$ cat config.mk
export PLATFORM = sky130hd
export DESIGN_NAME = fifo_stream_reader
export DESIGN_NICKNAME = d
export VERILOG_FILES = /design/src/rtl/fifo_pkg.sv /design/src/rtl/skid_buf2.sv /design/src/rtl/fifo_stream_reader.sv
export SDC_FILE = /design/constraint.sdc
export NUM_CORES = 1
export LEC_CHECK = 0
export CORE_UTILIZATION = 55
export CTS_BUF_LIST = sky130_fd_sc_hd__clkbuf_2
export CTS_CLUSTER_SIZE = 28
export DETAILED_ROUTE_END_ITERATION = 10
export DONT_BUFFER_PORTS = 1
export PLACE_DENSITY = 0.73
export SLEW_MARGIN = 10
export SYNTH_ARGS = -nofsm -noshare
export SYNTH_HDL_FRONTEND = slang
export SYNTH_SLANG_ARGS = --single-unit
$ cat constraint.sdc
create_clock -name clk -period 2.2 [get_ports clk]
set_clock_uncertainty 0.15 [all_clocks]
set_input_delay 0.22 -clock clk [delete_from_list [all_inputs] [get_ports clk]]
set_output_delay 0.22 -clock clk [all_outputs]
set_load 0.005 [all_outputs]
$ cat src/rtl/fifo_pkg.sv
// Shared definitions for the synchronous FIFO and its stream-side read master.
package fifo_pkg;
  localparam int FIFO_WIDTH = 16;
  localparam int FIFO_DEPTH = 8;
  localparam int SKID_DEPTH = 2;
  localparam int SKID_CNT_W = $clog2(SKID_DEPTH + 1);

  typedef logic [FIFO_WIDTH-1:0] fifo_word_t;
endpackage

$ cat src/rtl/skid_buf2.sv
// Two-entry ordered buffer; head is the oldest word. Push and pop in the same
// cycle are both applied, so the occupancy stays constant.
module skid_buf2
  import fifo_pkg::*;
#(
  parameter int WIDTH = FIFO_WIDTH
) (
  input  logic                  clk,
  input  logic                  rst,
  input  logic                  i_push,
  input  logic [WIDTH-1:0]      i_data,
  input  logic                  i_pop,
  output logic [SKID_CNT_W-1:0] o_count,
  output logic [WIDTH-1:0]      o_head
);

  logic [SKID_CNT_W-1:0] r_count;
  logic [WIDTH-1:0]      r_mem0;
  logic [WIDTH-1:0]      r_mem1;

  always_ff @(posedge clk or posedge rst) begin
    if (rst) begin
      r_count <= '0;
      r_mem0  <= '0;
      r_mem1  <= '0;
    end else begin
      case ({i_push, i_pop})
        2'b10: begin
          if (r_count == '0) r_mem0 <= i_data;
          else               r_mem1 <= i_data;
          r_count <= r_count + 1'b1;
        end
        2'b01: begin
          r_mem0  <= r_mem1;
          r_count <= r_count - 1'b1;
        end
        2'b11: begin
          // Full buffer: shift the second entry forward and append behind it.
          if (r_count == SKID_CNT_W'(SKID_DEPTH)) begin
            r_mem0 <= r_mem1;
            r_mem1 <= i_data;
          end else begin
            r_mem0 <= i_data;
          end
        end
        default: ;
      endcase
    end
  end

  assign o_count = r_count;
  assign o_head  = r_mem0;

endmodule

$ cat src/rtl/fifo_stream_reader.sv
// FIFO read-side master: converts the FIFO's registered read port into a
// bubble-free valid/ready stream framed into fixed-length bursts.
module fifo_stream_reader
  import fifo_pkg::*;
#(
  parameter int WIDTH     = FIFO_WIDTH,
  parameter int BURST_LEN = 4
) (
  input  logic             clk,
  input  logic             rst,
  output logic             fifo_rd_en,
  input  logic             fifo_empty,
  input  logic [WIDTH-1:0] fifo_rdata,
  output logic             m_valid,
  input  logic             m_ready,
  output logic [WIDTH-1:0] m_data,
  output logic             m_last,
  output logic             idle
);

  localparam logic [15:0] LAST_BEAT = 16'(BURST_LEN - 1);

  logic                  r_inflight;
  logic [15:0]           r_beat_cnt;
  logic [SKID_CNT_W-1:0] w_count;
  logic                  w_pop;
  logic [2:0]            w_need;

  skid_buf2 #(.WIDTH(WIDTH)) u_skid (
    .clk     (clk),
    .rst     (rst),
    .i_push  (r_inflight),
    .i_data  (fifo_rdata),
    .i_pop   (w_pop),
    .o_count (w_count),
    .o_head  (m_data)
  );

  assign m_valid = (w_count != '0);
  assign w_pop   = m_valid & m_ready;

  // Credit check: words held plus the one in flight, less the one leaving now,
  // must leave room for the word requested this cycle.
  assign w_need     = 3'(w_count) + 3'(r_inflight) - 3'(w_pop);
  assign fifo_rd_en = !rst & !fifo_empty & (w_need <= 3'd1);

  assign m_last = m_valid & (r_beat_cnt == LAST_BEAT);
  assign idle   = fifo_empty & (w_count == '0) & !r_inflight;

  always_ff @(posedge clk or posedge rst) begin
    if (rst) begin
      r_inflight <= 1'b0;
      r_beat_cnt <= '0;
    end else begin
      r_inflight <= fifo_rd_en;
      if (w_pop) begin
        if (r_beat_cnt == LAST_BEAT) r_beat_cnt <= '0;
        else                         r_beat_cnt <= r_beat_cnt + 16'd1;
      end
    end
  end

endmodule

; ---- Yosys cells after proc, flatten, opt, wreduce, memory -nomap -nowiden
; Cells that the tools add are included.
[totals]
output_inout_bits = 20
inputBits = 20
regBits = 51
elab_cells = 43
[classes]
add_sub_neg = 5
n_mux = 8
order_cmp = 1
n_reduce_logical = 10
eq_ne = 8
n_bitwise = 6
[ops]
columns = operator, n
row1 = two-way mux 16 bit, 5
row2 = one-hot mux 16 bit (3 select lines), 1
row3 = one-hot mux 16 bit (2 select lines), 1
row4 = adder 16 x 1 -> 16 bit (second input constant), 1
row5 = == test 16 x 2 -> 1 bit (second input constant), 1
row6 = AND 1 bit, 6
row7 = == test 2 bit (second input constant), 3
row8 = nonzero test 2 bit, 3
row9 = inequality test 2 bit (second input constant), 2
row10 = one-hot mux 2 bit (2 select lines), 1
row11 = adder 2 x 1 -> 3 bit, 1
row12 = less-or-equal comparator 3 x 1 -> 1 bit (second input constant), 1
row13 = logical NOT 1 bit, 3
row14 = AND reduction 3 bit, 1
row15 = nonzero test 3 bit, 1
row16 = subtractor 3 x 1 -> 3 bit, 1
row17 = adder 2 x 1 -> 2 bit (second input constant), 1
row18 = == test 2 x 1 -> 1 bit (second input constant), 1
row19 = logical NOT 2 bit, 1
row20 = inequality test 2 x 1 -> 1 bit (second input constant), 1
row21 = AND reduction 2 bit, 1
row22 = subtractor 2 x 1 -> 2 bit (second input constant), 1

; ---- Depth between registers and ports, before layout
[depth]
word_depth = 5
ltp_mapped = 8
ltp_nobuf = 7

; ---- By module
; Synthesis repeated with hierarchy kept, for this count alone.
[hier_totals]
hier_cells = 228
area_unflattened_um2 = 2516.2
[modules_own_cells]
columns = module, n_inst, seq_area_each_um2, cells_per_inst, area_per_inst_um2
row1 = skid_buf2, 1, 850.8, 146, 1609.0
row2 = fifo_stream_reader, 1, 425.4, 82, 907.1

; ---- Least setup slack after synthesis
; No wires, ideal clock.
[synth_path]
path_type = flip-flop to output port
from = register u_skid.r_count[1], in the netlist u_skid.o_count[1]
to = output fifo_rd_en
required_ps = 1830
n_path_buf = 1
path_stages_with_launch = 9
arrival_time_ps = 1909
path_slack_ps = -79
cell_sequence = dfrtp_1 -> buf_4 -> nor2b_1 -> mux2_2 -> ha_1 -> inv_1 -> fa_1 -> xor2_1 -> nor4b_1
[synth_via]
elab_chain_cells = 5
word_cells_on_any_way = 6
classes_between = 2 x add/sub / 1 x order compare / 2 x bitwise / 1 x reduce/logical
[synth_lines]
columns = item, line_no
row1 = "start, declared", skid_buf2.sv:17  ; logic [SKID_CNT_W-1:0] r_count;
row2 = "start signal, assigned", skid_buf2.sv:31  ; r_count <= r_count + 1'b1;
row3 = "start signal, assigned", skid_buf2.sv:35  ; r_count <= r_count - 1'b1;
row4 = branches (longest 2 deep; another with adder 2 x 1 -> 3 bit), -
row5 = subtractor 3 x 1 -> 3 bit (*), fifo_stream_reader.sv:44  ; assign w_need = 3'(w_count) + 3'(r_inflight) - 3'(w_pop);
row6 = less-or-equal comparator 3 x 1 -> 1 bit (*), fifo_stream_reader.sv:45  ; assign fifo_rd_en = !rst & !fifo_empty & (w_need <= 3'd1);
row7 = AND 1 bit (*), fifo_stream_reader.sv:45
row8 = "end, declared", fifo_stream_reader.sv:11  ; output logic fifo_rd_en,
; Every way passes the cells marked *.

; ---- Final worst setup path
[layout_path]
from = register u_skid.r_count[0], in the netlist u_skid.o_count[0]
to = output fifo_rd_en
; Same word-level chain as after synthesis.

==> impl_results.md <==
- Status: finished with violations
- Failing checks: design-rule violations, negative setup slack
- Worst setup EP type: output pin
- Gr usage total: 23.43%
- Post-route setup TNS: -0.7616 ns
- Via count: 1892
- Largest net degree at the start of global routing: 37
- Clock Latency Late Sink: 0.43 ns
- #FFs+latches synth: 51
- Clk slew on worst S/H paths: 0.27 ns
- HP Class: primary input to asynchronous set/reset pin
- CP max FO: 2
- I/O pins: 40
- Initial antenna violation count: 0
- Die area: 5081 um2
- Multi-input logic area: 1314 um2
- Post-route clock period utilization: 115.5%
- Fmax: 0.3934 GHz
- Syn Inst Count: 232
- First-pass GRT wire length: 9.073 mm
- CP Cell Sequence: nor2b_2 -> mux2_4 -> ha_4 -> inv_2 -> fa_2 -> xor2_2 -> nor4b_4
- GP Congestion: 0.7745
- Top-count cell post-synth: dfrtp_1
- Cell area after synthesis: 2640 um2
- H-tree depth: 2
- Setup CP Type: register to output pin
- Slowest cell on the critical path: dfrtp_1
- DR iter-0 viols: 138
- Mean Syn Cell Area: 11.38 um2
- Grt total ovfl: 0
- Num rows: 24
- VDD IR max: 0.5969 mV
- Worst slew pin tran: 1.014 ns
- FF-to-FF path depth: 6
- WL final: 5.491 mm
- Worst EP required: 1.83 ns
- Die H: 71.28 um
- Distinct cells, synth: 42
- P per Cell Area: 1100 nW/um2
- Tmin final: 2.542 ns
- DP Worst Slack: 0.07036 ns
- Arrival @ worst endpoint: 2.17 ns
- Core area: 4474 um2
- Post-synth ARST share: 100.0%
- Port-buffer cells: 0
- Worst setup margin: -0.3419 ns
- Nets: 287
- MaxCap Viol Count: 0
- Pre-antenna DRT Iters: 8
- Slew Limit Fails: 0
- Mapped Nets: 255
- Finish-stage setup viols: 5
- CTS Sinks: 51
- Crit start category: register
- Delay of the slowest critical-path stage: 0.45 ns
- Pleak: 1.329 nW
- Cell accounting for the most synthesized area: dfrtp_1
- Ys flop type: dfrtp_1
- Antenna diode count: 0
- Number of flops mapped to enable cells by yosys: 0
- Worst-case clock buffer depth: 2
- Synth top area cells: dfrtp_1 48%, mux2_2 6.0%, mux2i_1 4.9%, o22ai_2 4.7%, nand2_1 3.6%
- Sequential area share after synthesis: 48.34%
- Root Driver: clkbuf_2
- Remaining DRCs: 3
- CTS tree: built
- Vias in the first global route: 1891
- Synth top cells by count: 51 x dfrtp_1, 25 x nand2_1, 16 x o21ai_0
- Fill cells: 326
- Routed vias/inst: 5.968
- Share of cells above drive strength 1: 26.04%
- Reg area: 1276 um2
- Starting Density: 59.00%
- Area Growth Syn to Fin: 16.59%
- Syn. warnings: 0
- Num CTS Buffers: 5
- Yosys top cell area share: 48.34%
- Post-DR wirelength/cell: 17.32 um
- RSZ-0062 raised after global routing: true
- DIE WIDTH: 71.28 um
- Post-DP HPWL: 3.453 mm
- Slew HR: 32.21%
- Post-DRT Antenna Nets: 0
- Hold Vio Cnt, Final: 0
[cell type report]
class	instances	area share, %
multi-input cells	163	42.68
flip-flops and latches	51	41.46
repair buffers	37	11.50
well taps	52	2.114
clock buffers	6	0.9756
inverters	6	0.7317
clock inverters	2	0.5285
[kinds of logic after synthesis]
logic type,Yosys count,synth area share [%]
xor+xnor,15,4.976
flops,51,48.34
buf+inv,18,4.265
compound gates,56,16.02
mux,30,12.18
simple gates,59,12.51
fa+ha+maj,3,1.706
[critical path: cells and delay by family (launching register included)]
family                     cells  cell delay [ns]
xor gates and xnor gates       1             0.17
adders and majority gates      2             0.49
buffers and inverters          1             0.03
DFF                            1             0.45
muxes                          1             0.18
and+or+nand+nor                2             0.42
[what timing repair did]
action / CTS / global route
hold buffers: 24 / 1
endpoints found under the hold margin: 94 / 22
gates resized for setup: 2 / 10
pin swaps: 1 / 4
setup endpoints to repair: 1 / 11
buffers inserted: 2 / 4
[stage by stage]
stage / utilization [%] / instance area (um2) / instances / total power [W] / hold slack [ns]
floorplan: - / 2646 / 232 / 0.002630 / 0.1508
finish: 68.79 / 3078 / 317 / 0.003387 / 0.07552
CTS: 66.92 / 2994 / 313 / 0.003328 / -0.3745
global route: 68.79 / 3078 / 317 / 0.003621 / 0.07167
detailed placement: 60.04 / 2686 / 279 / 0.002845 / -0.04320
global placement: 60.04 / 2686 / 279 / 0.002792 / -0.04676
[report_power, final]
| group | internal, W | total (W) | switching [W] |
|---|---|---|---|
| clock network | 0.0000871 | 0.000394 | 0.000307 |
| registers | 0.00129 | 0.00158 | 0.000290 |
| logic | 0.000687 | 0.00141 | 0.000726 |
| total | 0.00206 | 0.00339 | 0.00132 |
[routing by layer]
| metal | global-route usage [%] | part of all wire, % | up-vias |
|---|---|---|---|
| met2 | 36.61 | 46 | 47 |
| met3 | 7.876 | 6.1 | 12 |
| li1 | - | - | 906 |
| met4 | 6.000 | 1.5 | 0 |
| met5 | 0 | 0 | - |
| met1 | 31.70 | 46 | 927 |
[state kept, by name (all words and copies together) (netlist names)]
name / cells
r_beat_cnt: 16
u_skid.o_head: 16
u_skid.r_mem1: 16
u_skid.o_count: 2
r_inflight: 1
[path summary, 6_finish.rpt]
| check | startpoint | endpoint | slack, ns |
|---|---|---|---|
| min in group clk | m_ready | u_skid.r_mem1[3]$_DFFE_PP0P_ | 0.13 |
| max in group asynchronous | rst | r_beat_cnt[2]$_DFFE_PP0P_ | 1.30 |
| hold reg to reg | r_beat_cnt[15]$_DFFE_PP0P_ | r_beat_cnt[15]$_DFFE_PP0P_ | 0.36 |
| setup / recovery | u_skid.o_count[0]$_DFFE_PP0P_ | fifo_rd_en | -0.34 |
| hold / removal | rst | u_skid.o_head[2]$_DFFE_PP0P_ | 0.08 |
| setup reg to reg | u_skid.o_count[1]$_DFFE_PP0P_ | u_skid.o_count[0]$_DFFE_PP0P_ | 0.09 |
[cell usage in the layout (no fill, tap or decap), types with 2 or more instances in the layout]
| master | n |
|---|---|
| o22ai_1 | 9 |
| nand3_1 | 5 |
| nor3_1 | 2 |
| buf_4 | 11 |
| nand2_1 | 25 |
| mux2i_1 | 13 |
| mux2_1 | 3 |
| a21oi_2 | 10 |
| dfrtp_1 | 51 |
| inv_2 | 2 |
| o21ai_0 | 16 |
| nor2_1 | 3 |
| a21oi_1 | 8 |
| inv_1 | 4 |
| and3_1 | 4 |
| clkbuf_2 | 6 |
| o22ai_2 | 10 |
| nor4_2 | 2 |
| xnor2_1 | 9 |
| dlygate4sd3_1 | 24 |
| xor2_1 | 5 |
| mux2_2 | 13 |
| nand4_1 | 5 |
(Power assumes the default switching activity.)
